--- src/rtl/noc_pkg.sv ---
`default_nettype none
// ----------------------------------------------------------------------------
// noc_pkg : shared types and helpers for the crossbar switch allocator
// rev 1.0
// ----------------------------------------------------------------------------
package noc_pkg;

  // Widest port index supported; blocks narrow this to their own $clog2(PORTS).
  localparam int unsigned NOC_IDX_W_MAX = 8;

  typedef logic [NOC_IDX_W_MAX-1:0] port_idx_t;

  typedef enum logic {
    ALLOC_IDLE   = 1'b0,
    ALLOC_LOCKED = 1'b1
  } alloc_state_e;

  function automatic int unsigned rr_next(input int unsigned idx, input int unsigned ports);
    return (idx + 32'd1 >= ports) ? 32'd0 : idx + 32'd1;
  endfunction

endpackage
`default_nettype wire

--- src/rtl/rr_pick.sv ---
`default_nettype none
// ----------------------------------------------------------------------------
// rr_pick : combinational round-robin picker, first request at or above ptr
// rev 1.0
// ----------------------------------------------------------------------------
module rr_pick #(
  parameter  int PORTS = 2,
  localparam int IDX_W = $clog2(PORTS)
) (
  input  logic [PORTS-1:0] req_i,
  input  logic [IDX_W-1:0] ptr_i,
  output logic [IDX_W-1:0] winner_o,
  output logic             found_o
);

  logic [IDX_W-1:0] idx;

  // Scan offsets from the far end down so the nearest request to ptr wins last.
  always_comb begin
    idx      = ptr_i;
    winner_o = ptr_i;
    found_o  = 1'b0;
    for (int k = PORTS - 1; k >= 0; k--) begin
      idx = IDX_W'((int'(ptr_i) + k) % PORTS);
      if (req_i[idx]) begin
        winner_o = idx;
        found_o  = 1'b1;
      end
    end
  end

endmodule
`default_nettype wire

--- src/rtl/crossbar_alloc_rr.sv ---
`default_nettype none
// ----------------------------------------------------------------------------
// crossbar_alloc_rr : per-output round-robin wormhole switch allocator
// rev 1.0
// ----------------------------------------------------------------------------
module crossbar_alloc_rr
  import noc_pkg::*;
#(
  parameter  int PORTS = 2,
  localparam int IDX_W = $clog2(PORTS)
) (
  input  logic                   clk,
  input  logic                   rst_n,
  input  logic [PORTS-1:0]       req_i,
  input  logic [PORTS*IDX_W-1:0] dest_i,
  input  logic [PORTS-1:0]       tail_i,
  input  logic [PORTS-1:0]       out_ready_i,
  output logic [PORTS-1:0]       gnt_o,
  output logic [PORTS*IDX_W-1:0] sel_o,
  output logic [PORTS-1:0]       sel_valid_o,
  output logic [PORTS-1:0]       busy_o
);

  alloc_state_e     state_q [PORTS];
  alloc_state_e     state_d [PORTS];
  logic [IDX_W-1:0] owner_q [PORTS];
  logic [IDX_W-1:0] owner_d [PORTS];
  logic [IDX_W-1:0] ptr_q   [PORTS];
  logic [IDX_W-1:0] ptr_d   [PORTS];

  logic [PORTS-1:0] locked_in;
  logic [PORTS-1:0] cand    [PORTS];
  logic [IDX_W-1:0] win     [PORTS];
  logic [PORTS-1:0] found;
  logic [PORTS-1:0] ogrant  [PORTS];
  logic [IDX_W-1:0] sel     [PORTS];
  logic [PORTS-1:0] xfer;
  logic [PORTS-1:0] busy;

  always_comb begin
    locked_in = '0;
    for (int o = 0; o < PORTS; o++) begin
      if (state_q[o] == ALLOC_LOCKED) locked_in[owner_q[o]] = 1'b1;
    end
  end

  // Inputs already holding an output are kept out of every idle arbitration.
  always_comb begin
    for (int o = 0; o < PORTS; o++) begin
      for (int i = 0; i < PORTS; i++) begin
        cand[o][i] = req_i[i] && (dest_i[i*IDX_W +: IDX_W] == IDX_W'(o)) && !locked_in[i];
      end
    end
  end

  generate
    for (genvar o = 0; o < PORTS; o++) begin : g_pick
      rr_pick #(.PORTS(PORTS)) u_pick (
        .req_i    (cand[o]),
        .ptr_i    (ptr_q[o]),
        .winner_o (win[o]),
        .found_o  (found[o])
      );
    end
  endgenerate

  always_comb begin
    for (int o = 0; o < PORTS; o++) begin
      state_d[o] = state_q[o];
      owner_d[o] = owner_q[o];
      ptr_d[o]   = ptr_q[o];
      ogrant[o]  = '0;
      sel[o]     = ptr_q[o];
      xfer[o]    = 1'b0;
      busy[o]    = 1'b0;
    end
    for (int o = 0; o < PORTS; o++) begin
      case (state_q[o])
        ALLOC_IDLE: begin
          if (found[o]) sel[o] = win[o];
          if (found[o] && out_ready_i[o]) begin
            xfer[o]           = 1'b1;
            ogrant[o][win[o]] = 1'b1;
            if (tail_i[win[o]]) begin
              ptr_d[o] = IDX_W'(rr_next(32'(win[o]), PORTS));
            end else begin
              state_d[o] = ALLOC_LOCKED;
              owner_d[o] = win[o];
            end
          end
        end
        ALLOC_LOCKED: begin
          sel[o]  = owner_q[o];
          busy[o] = 1'b1;
          // A low owner request is a bubble; the lock is held regardless.
          if (req_i[owner_q[o]] && out_ready_i[o]) begin
            xfer[o]               = 1'b1;
            ogrant[o][owner_q[o]] = 1'b1;
            if (tail_i[owner_q[o]]) begin
              state_d[o] = ALLOC_IDLE;
              ptr_d[o]   = IDX_W'(rr_next(32'(owner_q[o]), PORTS));
            end
          end
        end
        default: ;
      endcase
    end
  end

  always_ff @(posedge clk or negedge rst_n) begin
    if (!rst_n) begin
      for (int o = 0; o < PORTS; o++) begin
        state_q[o] <= ALLOC_IDLE;
        owner_q[o] <= '0;
        ptr_q[o]   <= '0;
      end
    end else begin
      for (int o = 0; o < PORTS; o++) begin
        state_q[o] <= state_d[o];
        owner_q[o] <= owner_d[o];
        ptr_q[o]   <= ptr_d[o];
      end
    end
  end

  // Outputs are forced low for the whole time reset is held, not just after an edge.
  always_comb begin
    gnt_o       = '0;
    sel_o       = '0;
    sel_valid_o = '0;
    busy_o      = '0;
    if (rst_n) begin
      for (int o = 0; o < PORTS; o++) begin
        gnt_o                     = gnt_o | ogrant[o];
        sel_o[o*IDX_W +: IDX_W]   = sel[o];
        sel_valid_o[o]            = xfer[o];
        busy_o[o]                 = busy[o];
      end
    end
  end

  generate
    for (genvar i = 0; i < PORTS; i++) begin : g_in_chk
      logic [PORTS-1:0] gnt_col;
      always_comb begin
        for (int o = 0; o < PORTS; o++) gnt_col[o] = ogrant[o][i];
      end
      a_one_gnt: assert property (@(posedge clk) disable iff (!rst_n)
        $onehot0(gnt_col));
      a_dest_rng: assert property (@(posedge clk) disable iff (!rst_n)
        (req_i[i] && !locked_in[i]) |-> (int'(dest_i[i*IDX_W +: IDX_W]) < PORTS));
    end
    for (genvar o = 0; o < PORTS; o++) begin : g_out_chk
      a_sel_req: assert property (@(posedge clk) disable iff (!rst_n)
        sel_valid_o[o] |-> req_i[sel[o]]);
    end
  endgenerate

endmodule
`default_nettype wire

--- config.mk ---
export PLATFORM = sky130hd
export DESIGN_NAME = crossbar_alloc_rr
export DESIGN_NICKNAME = d
export VERILOG_FILES = /design/src/rtl/noc_pkg.sv /design/src/rtl/rr_pick.sv /design/src/rtl/crossbar_alloc_rr.sv
export SDC_FILE = /design/constraint.sdc
export NUM_CORES = 1
export LEC_CHECK = 0
export CAP_MARGIN = 15
export CORE_UTILIZATION = 40
export CTS_CLUSTER_SIZE = 40
export DETAILED_ROUTE_END_ITERATION = 10
export GPL_TIMING_DRIVEN = 1
export HOLD_SLACK_MARGIN = 0.12
export MAX_ROUTING_LAYER = met4
export PLACE_DENSITY = 0.72
export SYNTH_ARGS = -nofsm -noshare
export SYNTH_HDL_FRONTEND = slang
export SYNTH_HIERARCHICAL = 1
export SYNTH_SLANG_ARGS = --single-unit
--- constraint.sdc ---
create_clock -name clk -period 1.9 [get_ports clk]
set_input_delay 0.19 -clock clk [delete_from_list [all_inputs] [get_ports clk]]
set_output_delay 0.19 -clock clk [all_outputs]
set_load 0.005 [all_outputs]
==> run_results.csv <==
group,metric,value,unit
global_routing,grt_max_degree,11,
worst_setup_path,required,1.71,ns
power,ir_drop,0.000876,V
power,p_comb_frac,0.767,
worst_setup_path,slowest_delay,0.41,ns
final_layout,area_growth,90.2,%
global_routing,grt_pass1_vias,810,
sta,report.final.slew_viol_count,0,
power,intPower,0.917,mW
synth,synth.top_cells.by_area,"dfrtp_1 (25%), nand2_1 (8.7%), nor2_1 (7.5%), nand3_1 (6.7%), o21ai_0 (5.8%)",
sta,min_period_over_period,1.13,
clock_network,cts_max_level,1,
floorplanning,die_area,1660,um^2
final_layout,num_antenna_cells,0,
worst_setup_path,path_buf_inv,2,
power,power_density,1440,nW/um^2
synth,syn_inst,88,
min_path,hp-class,"primary input to async pin",
synth,syn_area,602,um^2
worst_setup_path,cp_data_arrival_time,1.95,ns
final_layout,final_core_util,0.848,
clock_network,holdBufCountCts,0,
worst_setup_path,r2r_start,"state_q[0]",
final_layout,final_cell_mix,"buf_4 (30), nand2_1 (12), clkdlybuf4s50_1 (11)",
clock_network,root_buffer,"clkbuf_4",
power,power_frac_seq,0.163,
clock_network,cts_tree,"done",
sta,worst_slack,-0.241,ns
sta,slew_headroom,0.759,
worst_setup_path,critical_path.slowest_cell,"dfrtp_1",
worst_setup_path,reg2reg_to,"ptr_q[0]",
clock_network,clkTransAtPathRegs,0.05,ns
global_routing,grt_overflow_total,0,
place,placed_area,952,um^2
synth,netlist.area_leader.share,0.249,
clock_network,clock-sinks,6,
detailed_routing,ant_nets,0,
worst_setup_path,critical_path.max_fanout,4,
sta,rsz0062_at_grt,"true",
synth,ys_ff_latch,6,
final_layout,final_cell_area,1140,um^2
power,switchingPower,0.732,mW
synth,syn_nets,98,
place,dpl_worst_slack,-0.460,ns
global_routing,gr-usage-all-layers,0.342,
power,power,1.65,mW
worst_setup_path,critPathKind,"register to output port",
place,io_buffers,17,
synth,ys_seq_area_frac,0.249,
place,hpwl,1.42,mm
worst_setup_path,cp_top_family,"simple AND/OR/NAND/NOR gates",
clock_network,clk_latency,0.24,ns
global_routing,antenna_found_initial,0,
floorplanning,initial_utilization,0.446,
sta,finalSetupViolations,6,
power,pwr-share-clk,0.070,
power,p_leak,0.535,nW
synth,yosysWarnings,6,
synth,ys_types,29,
sta,whs,0.485,ns
synth,syn_area_per_cell,6.84,um^2
place,gp_congestion,0.863,
final_layout,final_common_cell,"buf_4",
final_layout,layout-drive-gt1-share,0.500,
sta,hold_viol_final,0,
final_layout,multiInputGateArea,544,um^2
final_layout,finalNetCount,148,
clock_network,cts_buffers,3,
global_routing,grt_first_pass_wirelength,3.51,mm
sta,worst_pin_slew,0.360,ns
floorplanning,die_w,40.8,um
detailed_routing,drt-initial-drc-count,57,
sta,fin_crit,2.14,ns
status,status,"finished, violations left",
detailed_routing,dr.pass1.iters,4,
sta,fmax,467,MHz
run,cap_violations,0,
floorplanning,die_y,40.8,um
power,p_sw_frac,0.444,
detailed_routing,via_count,941,
floorplanning,io_pins,18,
detailed_routing,route.detailed.drc,0,
final_layout,nFillCells,71,
detailed_routing,drt-total-wl,2.87,mm
clock_network,clk_path_buf_depth,2,
worst_setup_path,cp-start-kind,"register",
worst_setup_path,cp_cell_sequence,"nand2b_4, nand3_4, nor2_4, or2_4, o21ai_2, a21oi_2, buf_4, nand3_1, o21ai_1, buf_2",
floorplanning,num_rows,13,
worst_setup_path,ff2ff_path_depth,10,
detailed_routing,avgRoutedWirePerCell,19.0,um
floorplanning,core,1350,um^2
status,failed_checks,"negative setup slack",
synth,yosysTopAreaCell,"dfrtp_1",
worst_setup_path,crit_path_end_kind,"output port",
worst_setup_path,reg2reg_slack,0,ns
sta,final.setup_skew,0.00572,ns
final_layout,regArea,150,um^2
detailed_routing,avgViaCountPerCell,6.23,
-- repair_timing --
item                                    CTS  global route
setup buffers                            12             4
pin swaps                                14            11
endpoints found under the setup margin    6            11
resized for setup                        44            19
gates cloned                              0             0
-- registers in the layout (all words and copies together) (netlist names) --
signal	count
owner_q	2
ptr_q	2
state_q	2
-- cell type report --
cell class | count | share of cell area
clock buffers | 3 | 0.0197
inverters | 5 | 0.0186
multi-input cells | 73 | 0.475
flip-flops and latches | 6 | 0.131
well taps | 15 | 0.0164
repair buffers | 49 | 0.339
-- power groups by stage --
stage          sequential [mW]  combinational [mW]  clock [mW]
4_1_cts                  0.260                1.15       0.118
3_3_place_gp             0.237               0.847           0
3_5_place_dp             0.242               0.866           0
2_1_floorplan            0.226               0.446           0
6_report                 0.269                1.27       0.115
5_1_grt                  0.270                1.36       0.126
-- logic make-up after synthesis --
family	share of synthesized area
mux	0.0499
buf+inv	0.0623
simple gates	0.339
compound gates	0.299
flops	0.249
-- Yosys cell counts --
master,count
clkbuf_1,1
buf_2,3
nand3b_1,1
o2111ai_1,1
nor2b_1,1
a211oi_1,1
o21ai_0,7
nand2_1,14
o21ai_1,3
a21oi_1,4
a22o_1,2
nand3_1,8
a21bo_2,1
and2_1,3
nand4b_1,1
inv_1,4
a21oi_2,1
nand2b_1,2
a2111oi_2,1
inv_2,1
a31oi_1,1
a32o_1,1
dfrtp_1,6
nor2_1,12
o211a_1,1
a21o_1,1
o22a_1,1
or2_1,2
mux2i_1,3
-- worst max path at each step --
stage                from       end  slack (ns)  depth (start not counted)
2_1_floorplan  state_q[0]  ptr_q[1]        0.07                         10
3_3_place_gp     req_i[1]  gnt_o[1]       -0.40                         10
4_1_cts        state_q[0]  sel_o[0]       -0.17                         11
6_report       owner_q[0]  gnt_o[1]       -0.24                         10
5_1_grt        state_q[0]  gnt_o[1]       -0.33                         11
3_5_place_dp     req_i[1]  gnt_o[1]       -0.46                         10
-- per-layer routing --
layer	routed length [um]	track usage	part of all wire	up-vias
met5	0	-	0	-
met4	236	0.208	0.082	0
met3	235	0.0543	0.082	33
met2	1400	0.621	0.49	86
met1	994	0.333	0.35	414
li1	-	-	-	408
-- per-stage QoR --
stage                     cells  setup TNS [ns]
after global routing        151           -1.36
after CTS                   153          -0.782
after global placement      140           -2.13
after floorplan              88               0
after detailed placement    140           -2.50
final                       151          -0.807
(Power assumes the default switching activity.)
